==> src/rtl/fetch_pkg.sv <==
// Shared types and constants for the instruction fetch stage.
package fetch_pkg;
    localparam int          ROM_AW           = 6;
    localparam logic [31:0] PC_STEP          = 32'd4;
    localparam logic [31:0] DEFAULT_RESET_PC = 32'h0000_0000;

    // One prefetched instruction together with the byte PC it came from.
    typedef struct packed {
        logic [31:0] code;
        logic [31:0] pc;
    } fetch_entry_t;
endpackage

==> src/rtl/if_prefetch_if.sv <==
// Fetch-stage bus: ROM read port, redirect input and the instruction handshake.
interface if_prefetch_if;
    import fetch_pkg::*;

    logic              rom_en;
    logic [ROM_AW-1:0] rom_addr;
    logic [31:0]       rom_data;
    logic              redirect;
    logic [31:0]       redirect_pc;
    logic              inst_valid;
    logic              inst_ready;
    logic [31:0]       inst_code;
    logic [31:0]       inst_pc;

    // Fetch stage side.
    modport master (
        output rom_en, rom_addr, inst_valid, inst_code, inst_pc,
        input  rom_data, redirect, redirect_pc, inst_ready
    );

    // ROM / branch unit / decode side.
    modport slave (
        input  rom_en, rom_addr, inst_valid, inst_code, inst_pc,
        output rom_data, redirect, redirect_pc, inst_ready
    );
endinterface

==> src/rtl/if_prefetch_inst_queue.sv <==
// Small synchronous FIFO of fetched {code, pc} entries with a flush.
module inst_queue
    import fetch_pkg::*;
#(
    parameter  int QDEPTH = 2,
    localparam int AW     = $clog2(QDEPTH),
    localparam int CW     = AW + 1
) (
    input  logic         clka,
    input  logic         rst,
    input  logic         push,
    input  logic         pop,
    input  logic         flush,
    input  fetch_entry_t din,
    output fetch_entry_t head,
    output logic [CW-1:0] count
);
    fetch_entry_t  mem [QDEPTH];
    logic [CW-1:0] rd_ptr;
    logic [CW-1:0] wr_ptr;

    // Storage carries no reset: count alone decides what is live.
    always_ff @(posedge clka) begin
        if (push && !flush)
            mem[wr_ptr[AW-1:0]] <= din;
    end

    // Pointer and occupancy bookkeeping; flush empties the queue outright.
    always_ff @(posedge clka or posedge rst) begin
        if (rst) begin
            rd_ptr <= '0;
            wr_ptr <= '0;
            count  <= '0;
        end else if (flush) begin
            rd_ptr <= '0;
            wr_ptr <= '0;
            count  <= '0;
        end else begin
            if (push) wr_ptr <= wr_ptr + 1'b1;
            if (pop)  rd_ptr <= rd_ptr + 1'b1;
            count <= count + CW'(push) - CW'(pop);
        end
    end

    assign head = mem[rd_ptr[AW-1:0]];

    // The upstream credit rule must never let a push land on a full queue.
    assert property (@(posedge clka) disable iff (rst)
        (push && !flush) |-> (count < CW'(QDEPTH)));

    // Pointer distance and count must always agree.
    assert property (@(posedge clka) disable iff (rst)
        count == CW'(wr_ptr - rd_ptr));
endmodule

==> src/rtl/if_prefetch.sv <==
// Instruction fetch stage: owns the PC, issues ROM reads under queue credit,
// and presents fetched words through a valid/ready handshake.
module if_prefetch
    import fetch_pkg::*;
#(
    parameter  int          QDEPTH   = 2,
    parameter  logic [31:0] RESET_PC = DEFAULT_RESET_PC,
    localparam int          CW       = $clog2(QDEPTH) + 1
) (
    input logic           clka,
    input logic           rst,
    if_prefetch_if.master bus
);
    logic [31:0]   fetch_pc;
    logic [31:0]   infl_pc;
    logic          infl_v;
    logic [CW-1:0] count;
    logic          pop;
    logic          push;
    logic [CW:0]   occ;
    fetch_entry_t  din;
    fetch_entry_t  head;

    // A handshake coinciding with a redirect is not a consumption.
    assign pop  = bus.inst_valid & bus.inst_ready & ~bus.redirect;
    // The word returning under a redirect belongs to the old stream.
    assign push = infl_v & ~bus.redirect;

    // Occupancy after this edge: queued plus in-flight, minus what leaves now.
    assign occ = {1'b0, count} + (CW+1)'(infl_v) - (CW+1)'(pop);

    assign bus.rom_en   = ~rst & ~bus.redirect & (occ < (CW+1)'(QDEPTH));
    assign bus.rom_addr = fetch_pc[ROM_AW+1:2];

    assign din = '{code: bus.rom_data, pc: infl_pc};

    inst_queue #(.QDEPTH(QDEPTH)) u_queue (
        .clka  (clka),
        .rst   (rst),
        .push  (push),
        .pop   (pop),
        .flush (bus.redirect),
        .din   (din),
        .head  (head),
        .count (count)
    );

    assign bus.inst_valid = (count != '0);
    assign bus.inst_code  = head.code;
    assign bus.inst_pc    = head.pc;

    // PC and in-flight tag; redirect overrides issue.
    always_ff @(posedge clka or posedge rst) begin
        if (rst) begin
            fetch_pc <= RESET_PC;
            infl_v   <= 1'b0;
            infl_pc  <= '0;
        end else if (bus.redirect) begin
            fetch_pc <= bus.redirect_pc & ~32'h3;
            infl_v   <= 1'b0;
        end else begin
            infl_v <= bus.rom_en;
            if (bus.rom_en) begin
                infl_pc  <= fetch_pc;
                fetch_pc <= fetch_pc + PC_STEP;
            end
        end
    end
endmodule

==> src/flat_wrapper.sv <==
// flat-port wrapper written by rule: the top's interface ports become plain ports
module if_prefetch_flat import fetch_pkg::*;
#(
    parameter  int          QDEPTH   = 2,
    parameter  logic [31:0] RESET_PC = DEFAULT_RESET_PC,
    localparam int          CW       = $clog2(QDEPTH) + 1
)
  (clka, rst, bus_rom_en, bus_rom_addr, bus_inst_valid, bus_inst_code, bus_inst_pc, bus_rom_data, bus_redirect, bus_redirect_pc, bus_inst_ready);
  if_prefetch_if bus_i ();
  input logic clka;
  input logic rst;
  output wire logic [$bits(bus_i.rom_en)-1:0] bus_rom_en;
  output wire logic [$bits(bus_i.rom_addr)-1:0] bus_rom_addr;
  output wire logic [$bits(bus_i.inst_valid)-1:0] bus_inst_valid;
  output wire logic [$bits(bus_i.inst_code)-1:0] bus_inst_code;
  output wire logic [$bits(bus_i.inst_pc)-1:0] bus_inst_pc;
  input wire logic [$bits(bus_i.rom_data)-1:0] bus_rom_data;
  input wire logic [$bits(bus_i.redirect)-1:0] bus_redirect;
  input wire logic [$bits(bus_i.redirect_pc)-1:0] bus_redirect_pc;
  input wire logic [$bits(bus_i.inst_ready)-1:0] bus_inst_ready;
  assign bus_rom_en = bus_i.rom_en;
  assign bus_rom_addr = bus_i.rom_addr;
  assign bus_inst_valid = bus_i.inst_valid;
  assign bus_inst_code = bus_i.inst_code;
  assign bus_inst_pc = bus_i.inst_pc;
  assign bus_i.rom_data = bus_rom_data;
  assign bus_i.redirect = bus_redirect;
  assign bus_i.redirect_pc = bus_redirect_pc;
  assign bus_i.inst_ready = bus_inst_ready;
  if_prefetch #(.QDEPTH(QDEPTH), .RESET_PC(RESET_PC)) u_core (.clka(clka), .rst(rst), .bus(bus_i));
endmodule
==> config.mk <==
export PLATFORM = sky130hd
export DESIGN_NAME = if_prefetch_flat
export DESIGN_NICKNAME = d
export VERILOG_FILES = /design/src/rtl/fetch_pkg.sv /design/src/rtl/if_prefetch_if.sv /design/src/rtl/if_prefetch_inst_queue.sv /design/src/rtl/if_prefetch.sv /design/src/flat_wrapper.sv
export SDC_FILE = /design/constraint.sdc
export NUM_CORES = 1
export LEC_CHECK = 0
export ABC_AREA = 1
export BUFFER_PORTS_ARGS = -buffer_cell sky130_fd_sc_hd__clkbuf_2
export CAP_MARGIN = 20
export CORE_MARGIN = 1.5
export CORE_UTILIZATION = 27
export CTS_CLUSTER_DIAMETER = 80
export DETAILED_ROUTE_END_ITERATION = 12
export HOLD_SLACK_MARGIN = 0.02
export PLACE_DENSITY_LB_ADDON = 0.1
export SYNTH_ARGS = -nofsm -noshare
export SYNTH_HDL_FRONTEND = slang
export SYNTH_HIERARCHICAL = 1
export SYNTH_SLANG_ARGS = --single-unit
==> constraint.sdc <==
create_clock -name clka -period 6.1 [get_ports clka]
set_clock_uncertainty 0.15 [all_clocks]
set_input_delay 0.915 -clock clka [delete_from_list [all_inputs] [get_ports clka]]
set_output_delay 0.915 -clock clka [all_outputs]
set_load 0.03 [all_outputs]
==> impl_metrics.toml, run 1 <==
[grt]
grt_pass1_vias = 5323
overflow = 0
antenna_found_initial = 0
grt_pass1_wl_um = 30750
grt_max_degree = 63
track_usage_pct = 12.38

[finish]
n_antenna_cell = 0
fillers = 3221
final_area_mm2 = 0.01024
layout.area.seq_mm2 = 0.005474
final_util_pct = 32.62
drive_gt1_share_pct = 31.26
multi_input_area_mm2 = 0.002719
fin_nets = 927
areaGrowthSynthToFinish_pct = 19.61

[synth]
synth.avg_cell_area_um2 = 11.96
synth_top_area_share_pct = 44.90
async_reset_ff_share_pct = 33.68
synth_compound_area_share_pct = 1.725
synth_fa_ha_area_share_pct = 0.8185
yosys.area_share.simple_pct = 18.47
synth_enable_flop_cells = 128
ys_seq_elements = 193
synthXorXnorAreaFrac_pct = 0.3069
synth_top_family_by_area = "simple AND/OR/NAND/NOR gates"
synth_most_common_cell = "nand2_1"
synth_area_leaders = "edfxtp_1, dfrtp_1, mux2_4"
synth_mux_area_share_pct = 10.08
postSynthCellCount = 716
post-synth-top-area-cell = "edfxtp_1"
synthTopCellsByCount = "nand2_1, edfxtp_1, nor2_1"
ys_seq_area_share_pct = 63.90
yosys_warnings = 6
ys_types = 37
synth_ff_type = "edfxtp_1"
synthesis.area_mm2 = 0.008561

[route]
wl_um = 19600
drtIter0Drc = 259
drc_errors = 0
vias_per_cell = 4.188
vias = 5315
postRouteAntennaNets = 0
first_pass_iters = 4
wl_per_cell_um = 15.45

[clocking]
clock_latency_ns = 0.43
clkSlewWorstSetupHoldPaths_ns = 0.07
cts_made_buffers = 17
clock_sinks = 193
cts_root_buffer = "clkbuf_16"
cts_resized = 0
hold_buffers = 0
h-tree-depth = 4
postCtsSetupBuffers = 0
cts_tree = "built"
clock_path_buffers = 2

[critical_path]
crit_type = "in -> out"
crit_chain = "clkbuf_2 -> inv_2 -> nand2_1 -> nor2_1 -> ha_1 -> or2_2 -> fa_1 -> nand2_1 -> nor2_2 -> nand2_2 -> inv_1 -> clkbuf_2"
r2r_end = "u_core/fetch_pc[6]"
cp_slowest_cell = "fa_1"
crit_family = "simple AND/OR/NAND/NOR gates"
startpoint_type = "input pin"
worst_ep_required_time_ns = 5.03
worstReg2RegStart = "u_core/u_queue/count[1]"
crit_path_end_kind = "output pin"
rr_worst_depth = 13
arrival_ns = 3.36
crit_fanout = 17
path_buf_inv = 4
r2r_slack_ns = 2.38
max_stage_delay_ns = 0.49

[place]
dp.final_hpwl_um = 13040
dpl_cell_area_mm2 = 0.009648
portBuffers = 137
place_congestion = 0.7401

[floorplan]
io_pins = 140
die_area_mm2 = 0.03278
core_mm2 = 0.03139
start_util_pct = 27.27
num_rows = 65
die_h_um = 181.1
die_w_um = 181.1

[timing]
period_minus_slack_ns = 4.428
slew_viol_final = 0
worst_pin_slew_ns = 0.8364
fin_tns_setup_ns = 0
grt_setup_unrepaired = "false"
fmax_ghz = 0.2258
whs_ns = 0.2194
fin_crit_sh_pct = 72.59
relSlewSlack_pct = 44.24
hold_violations = 0
setup_viol_count_final = 0

[job]
cap_violations = 0

[power]
p_leak_uw = 0.004305
ir_drop_uv = 188.2
powerDensity_mw_per_mm2 = 330.2

[outcome]
status = "complete, no violations"

[min_path]
hp-class = "in -> async"
## layout by cell type (no fill, tap or decap), types with 19 or more instances in the layout
| cell type | n |
|---|---|
| clkbuf_16 | 19 |
| clkbuf_2 | 137 |
| dfrtp_1 | 64 |
| edfxtp_1 | 128 |
| inv_1 | 48 |
| mux2_2 | 26 |
| mux2_4 | 38 |
| nand2_1 | 151 |
| nand3_1 | 53 |
| nor2_1 | 91 |
## how the worst max path moves through the flow
| stage | from | endpoint | slack [ns] | cells after the start |
|---|---|---|---|---|
| 3_3_place_gp | bus_redirect | u_core/fetch_pc[6] | 1.44 | 15 |
| 3_5_place_dp | bus_redirect | u_core/fetch_pc[6] | 1.43 | 15 |
| 5_1_grt | bus_redirect | bus_rom_en | 1.48 | 12 |
| 4_1_cts | bus_redirect | bus_rom_en | 1.61 | 12 |
| 2_1_floorplan | bus_redirect | u_core/u_queue/mem[0][0] | 1.30 | 5 |
| 6_report | bus_redirect | bus_rom_en | 1.67 | 12 |
## registers in the layout (all words and copies together), names as in the netlist
signal,cells
u_core/infl_v,1
u_core/infl_pc,30
u_core/u_queue/rd_ptr,1
u_core/u_queue/wr_ptr,1
u_core/u_queue/mem,128
u_core/fetch_pc,30
u_core/u_queue/count,2
## where the power goes
group	switching, µW	leakage (µW)	internal, µW
clock	483	0.000288	634
sequential	135	0.00193	1600
combinational	342	0.00209	187
## logic make-up after synthesis
kind of cell               Yosys count
AOI/OAI and AO/OA                   26
xor gates and xnor gates             3
adders and majority gates            5
buffers and inverters               85
DFF                                193
muxes                               64
other                                1
and+or+nand+nor                    339
## metal layers
metal  wire [µm]  vias up  GRT usage, %
li1            -     2678             -
met4         255        0         3.933
met1        9591     2507         16.51
met3         716       14         2.641
met5           0        -             0
met2        9041      116         20.11
## stage by stage
stage	cells	total power [µW]	setup slack, ns
after detailed placement	1237	2304	1.430
after floorplan	719	2134	1.301
final	1269	3381	1.672
after global routing	1269	3573	1.484
after CTS	1269	3445	1.607
after global placement	1237	2297	1.443
## final cells by class
type / instances / area share (%)
clock buffers: 24 / 5.022
clock inverters: 8 / 0.7576
inverters: 57 / 2.089
multi-input cells: 441 / 26.55
flip-flops and latches: 193 / 53.46
well taps: 402 / 4.912
repair buffers: 144 / 7.209
## worst register-to-register path, stage by stage (launching register included)
cell and delay, ns:
dfrtp_1 0.47, nor2_1 0.09, nor2_1 0.27, ha_1 0.29, or2_2 0.31, fa_1 0.44
nand2_1 0.09, nor2_2 0.04, nand2_2 0.18, buf_4 0.57, nand2_2 0.32, inv_2 0.26
nand2_1 0.08, o211ai_1 0.08
No activity file was read; power rests on OpenSTA's default activity.
==> run 2, diff against run 1 <==
--- a/config.mk
+++ b/config.mk
@@ -5,7 +5,7 @@
 export SDC_FILE = /design/constraint.sdc
 export NUM_CORES = 1
 export LEC_CHECK = 0
-export ABC_AREA = 1
+export ABC_AREA = 0
 export BUFFER_PORTS_ARGS = -buffer_cell sky130_fd_sc_hd__clkbuf_2
 export CAP_MARGIN = 20
 export CORE_MARGIN = 1.5
==> constraint.sdc (replaced) <==
create_clock -name clka -period 4.1 [get_ports clka]
set_clock_uncertainty 0.15 [all_clocks]
set_input_delay 0.615 -clock clka [delete_from_list [all_inputs] [get_ports clka]]
set_output_delay 0.615 -clock clka [all_outputs]
set_load 0.03 [all_outputs]
==> run 2 against run 1 <==
Combinational power up 46%. Die area shrank 5.4%. Clock-buffer cell count decreased by 4. Core utilization up 0.52 points. Synthesized cell count down 30%. Power up 48%. Largest power group unchanged. Synthesized area down 5.5%. Register-to-register slack got worse by 2.2 ns. Design area fell by 4.3%. Wire length is 8.2% lower. Sequential cell count did not move. Sequential share of layout area grew 2.4 points. Critical endpoint is now u_core/fetch_pc[26].
==> impl_metrics.toml, run 2 <==
[critical_path]
path_buf_inv = 0
crit_chain = "or2_2 -> and3_1 -> ha_1 -> nand2b_1 -> fa_1 -> nand3b_1 -> or4_1 -> or4_1 -> a31oi_1"
startpoint_type = "flip-flop"
crit_fanout = 8
crit_family = "simple AND/OR/NAND/NOR gates"
worst_ep_required_time_ns = 4.29
max_stage_delay_ns = 0.71
cpMostUsedCell = "or4_1"
crit_path_end_kind = "flip-flop"
worstReg2RegStart = "u_core/u_queue/count[1]"
crit_type = "reg -> reg"
arrival_ns = 4.08
crit_path_start = "u_core/u_queue/count[1]"
cp_slowest_cell = "or4_1"

[clocking]
clock_path_buffers = 2
cts_root_buffer = "clkbuf_16"
cts_tree = "built"
h-tree-depth = 4
clock_latency_ns = 0.43
cts_made_buffers = 17
clkSlewWorstSetupHoldPaths_ns = 0.07
clock_sinks = 193

[route]
wl_um = 18000
wl_per_cell_um = 17.16
vias_per_cell = 4.406
postRouteAntennaNets = 0
drtIter0Drc = 222
first_pass_iters = 4
vias = 4622
drc_errors = 0

[timing]
hold_violations = 0
fin_crit_sh_pct = 94.74
worst_pin_slew_ns = 0.8630
slew_viol_final = 0
fin_tns_setup_ns = 0
period_minus_slack_ns = 3.884
fmax_ghz = 0.2574
grt_setup_unrepaired = "false"
setup_viol_count_final = 0
relSlewSlack_pct = 42.46

[synth]
synthesis.area_mm2 = 0.008089
ys_seq_area_share_pct = 67.63
post-synth-top-area-cell = "edfxtp_1"
synth_enable_flop_cells = 128
synth_ff_type = "edfxtp_1"
synth_area_leaders = "edfxtp_1, dfrtp_1, mux2_4"
synth_most_common_cell = "edfxtp_1"
synth.avg_cell_area_um2 = 16.08
synth_top_area_share_pct = 47.52
postSynthCellCount = 503
ys_seq_elements = 193
yosys_warnings = 6
synthTopCellsByCount = "edfxtp_1, dfrtp_1, mux2_4"
ys_types = 42
async_reset_ff_share_pct = 33.68

[power]
p_leak_uw = 0.003728
p_sw_uw = 1339
powerDensity_mw_per_mm2 = 512.5
ir_drop_uv = 279.2
seq_power_share_pct = 51.8
sw_frac_of_total_pct = 26.68
power.share.clock_pct = 32.8
pwr-share-comb_pct = 15.4
p_int_uw = 3680

[place]
place_congestion = 0.7373
portBuffers = 137
dp.cells = 1016
dp.final_hpwl_um = 12070

[floorplan]
die_area_mm2 = 0.03101
start_util_pct = 27.37
io_pins = 140
die_h_um = 176.1
die_w_um = 176.1
core_mm2 = 0.02956
num_rows = 63

[job]
cap_violations = 0

[outcome]
status = "complete, no violations"

[finish]
fin_nets = 719
fillers = 2909
layout.area.seq_mm2 = 0.005474
mostFrequentLayoutCells = "clkbuf_2, edfxtp_1, dfrtp_1"
final_cells = 1049
final_common_cell = "clkbuf_2"
largest_register_ffs = 128
multi_input_area_mm2 = 0.002417
n_antenna_cell = 0
drive_gt1_share_pct = 42.79
areaGrowthSynthToFinish_pct = 21.08

[min_path]
min-delay-start = "bus_rom_data[31]"
hp-class = "in -> reg"

[grt]
track_usage_pct = 12.01
overflow = 0
grt_max_degree = 62
grt_pass1_wl_um = 27680
antenna_found_initial = 0
grt_pass1_vias = 4793
## run 2: kinds of logic (layout without fill, tap and decap cells)
family          Yosys count  in the layout  synth area share, %
compound gates           45             45                3.604
flops                   193            193                67.63
fa+ha+maj                 5              5               0.8662
xor+xnor                 15             15                1.794
other cells               1              4              0.04636
mux                      95             95                15.53
simple gates            110            110                7.610
buf+inv                  39            192                2.923
## run 2: stage by stage
stage          power (µW)  utilization (%)  setup slack, ns  area [µm²]  hold slack [ns]
2_1_floorplan        3163                -           0.3317        8123           0.2311
6_report             5019            33.13           0.2155        9794           0.2252
3_5_place_dp         3435            31.14           0.1916        9204           0.3043
3_3_place_gp         3399            31.14           0.2865        9204           0.2949
5_1_grt              5265            33.13          0.02040        9794           0.1999
4_1_cts              5110            33.13           0.1501        9793           0.1970
## run 2: path summary, 6_finish.rpt
path,end,slack [ns],cells after the start
worst max-delay path,u_core/fetch_pc[26],0.22,9
worst min register to register,u_core/u_queue/mem[0][20],0.32,0
worst max register to register,u_core/fetch_pc[26],0.22,9
worst min-delay path,u_core/u_queue/mem[0][63],0.23,1
max in group asynchronous,u_core/infl_pc[23],2.31,4
min in group asynchronous,u_core/u_queue/count[0],0.55,3
## run 2: routing by layer
| layer | wire [µm] | global-route usage [%] | part of all wire (%) |
|---|---|---|---|
| met3 | 867 | 2.735 | 4.8 |
| met1 | 8164 | 15.57 | 45 |
| met2 | 8723 | 19.62 | 48 |
| met4 | 247 | 4.380 | 1.4 |
| met5 | 0 | 0 | 0 |
## run 2: power groups by stage
stage                     sequential, µW  clock (µW)  combinational [µW]
after floorplan                     2550           0                 610
after global routing                2640        1780                 841
after detailed placement            2650           0                 784
after CTS                           2610        1710                 788
after global placement              2630           0                 768
final                               2600        1650                 771
## run 2: layout make-up
class / instances / area share (%)
clock buffer: 20 / 4.561
clock inverter: 12 / 1.354
inverter: 10 / 0.3832
multi-input combinational: 274 / 24.68
sequential: 193 / 55.89
tap: 390 / 4.982
timing repair buffer: 150 / 8.150
## run 2: what timing repair did
action	CTS	global route
setup buffers	0	0
hold buffers	1	0
gates resized for setup	0	1
endpoints found under the hold margin	4	0
endpoints found under the setup margin	0	1
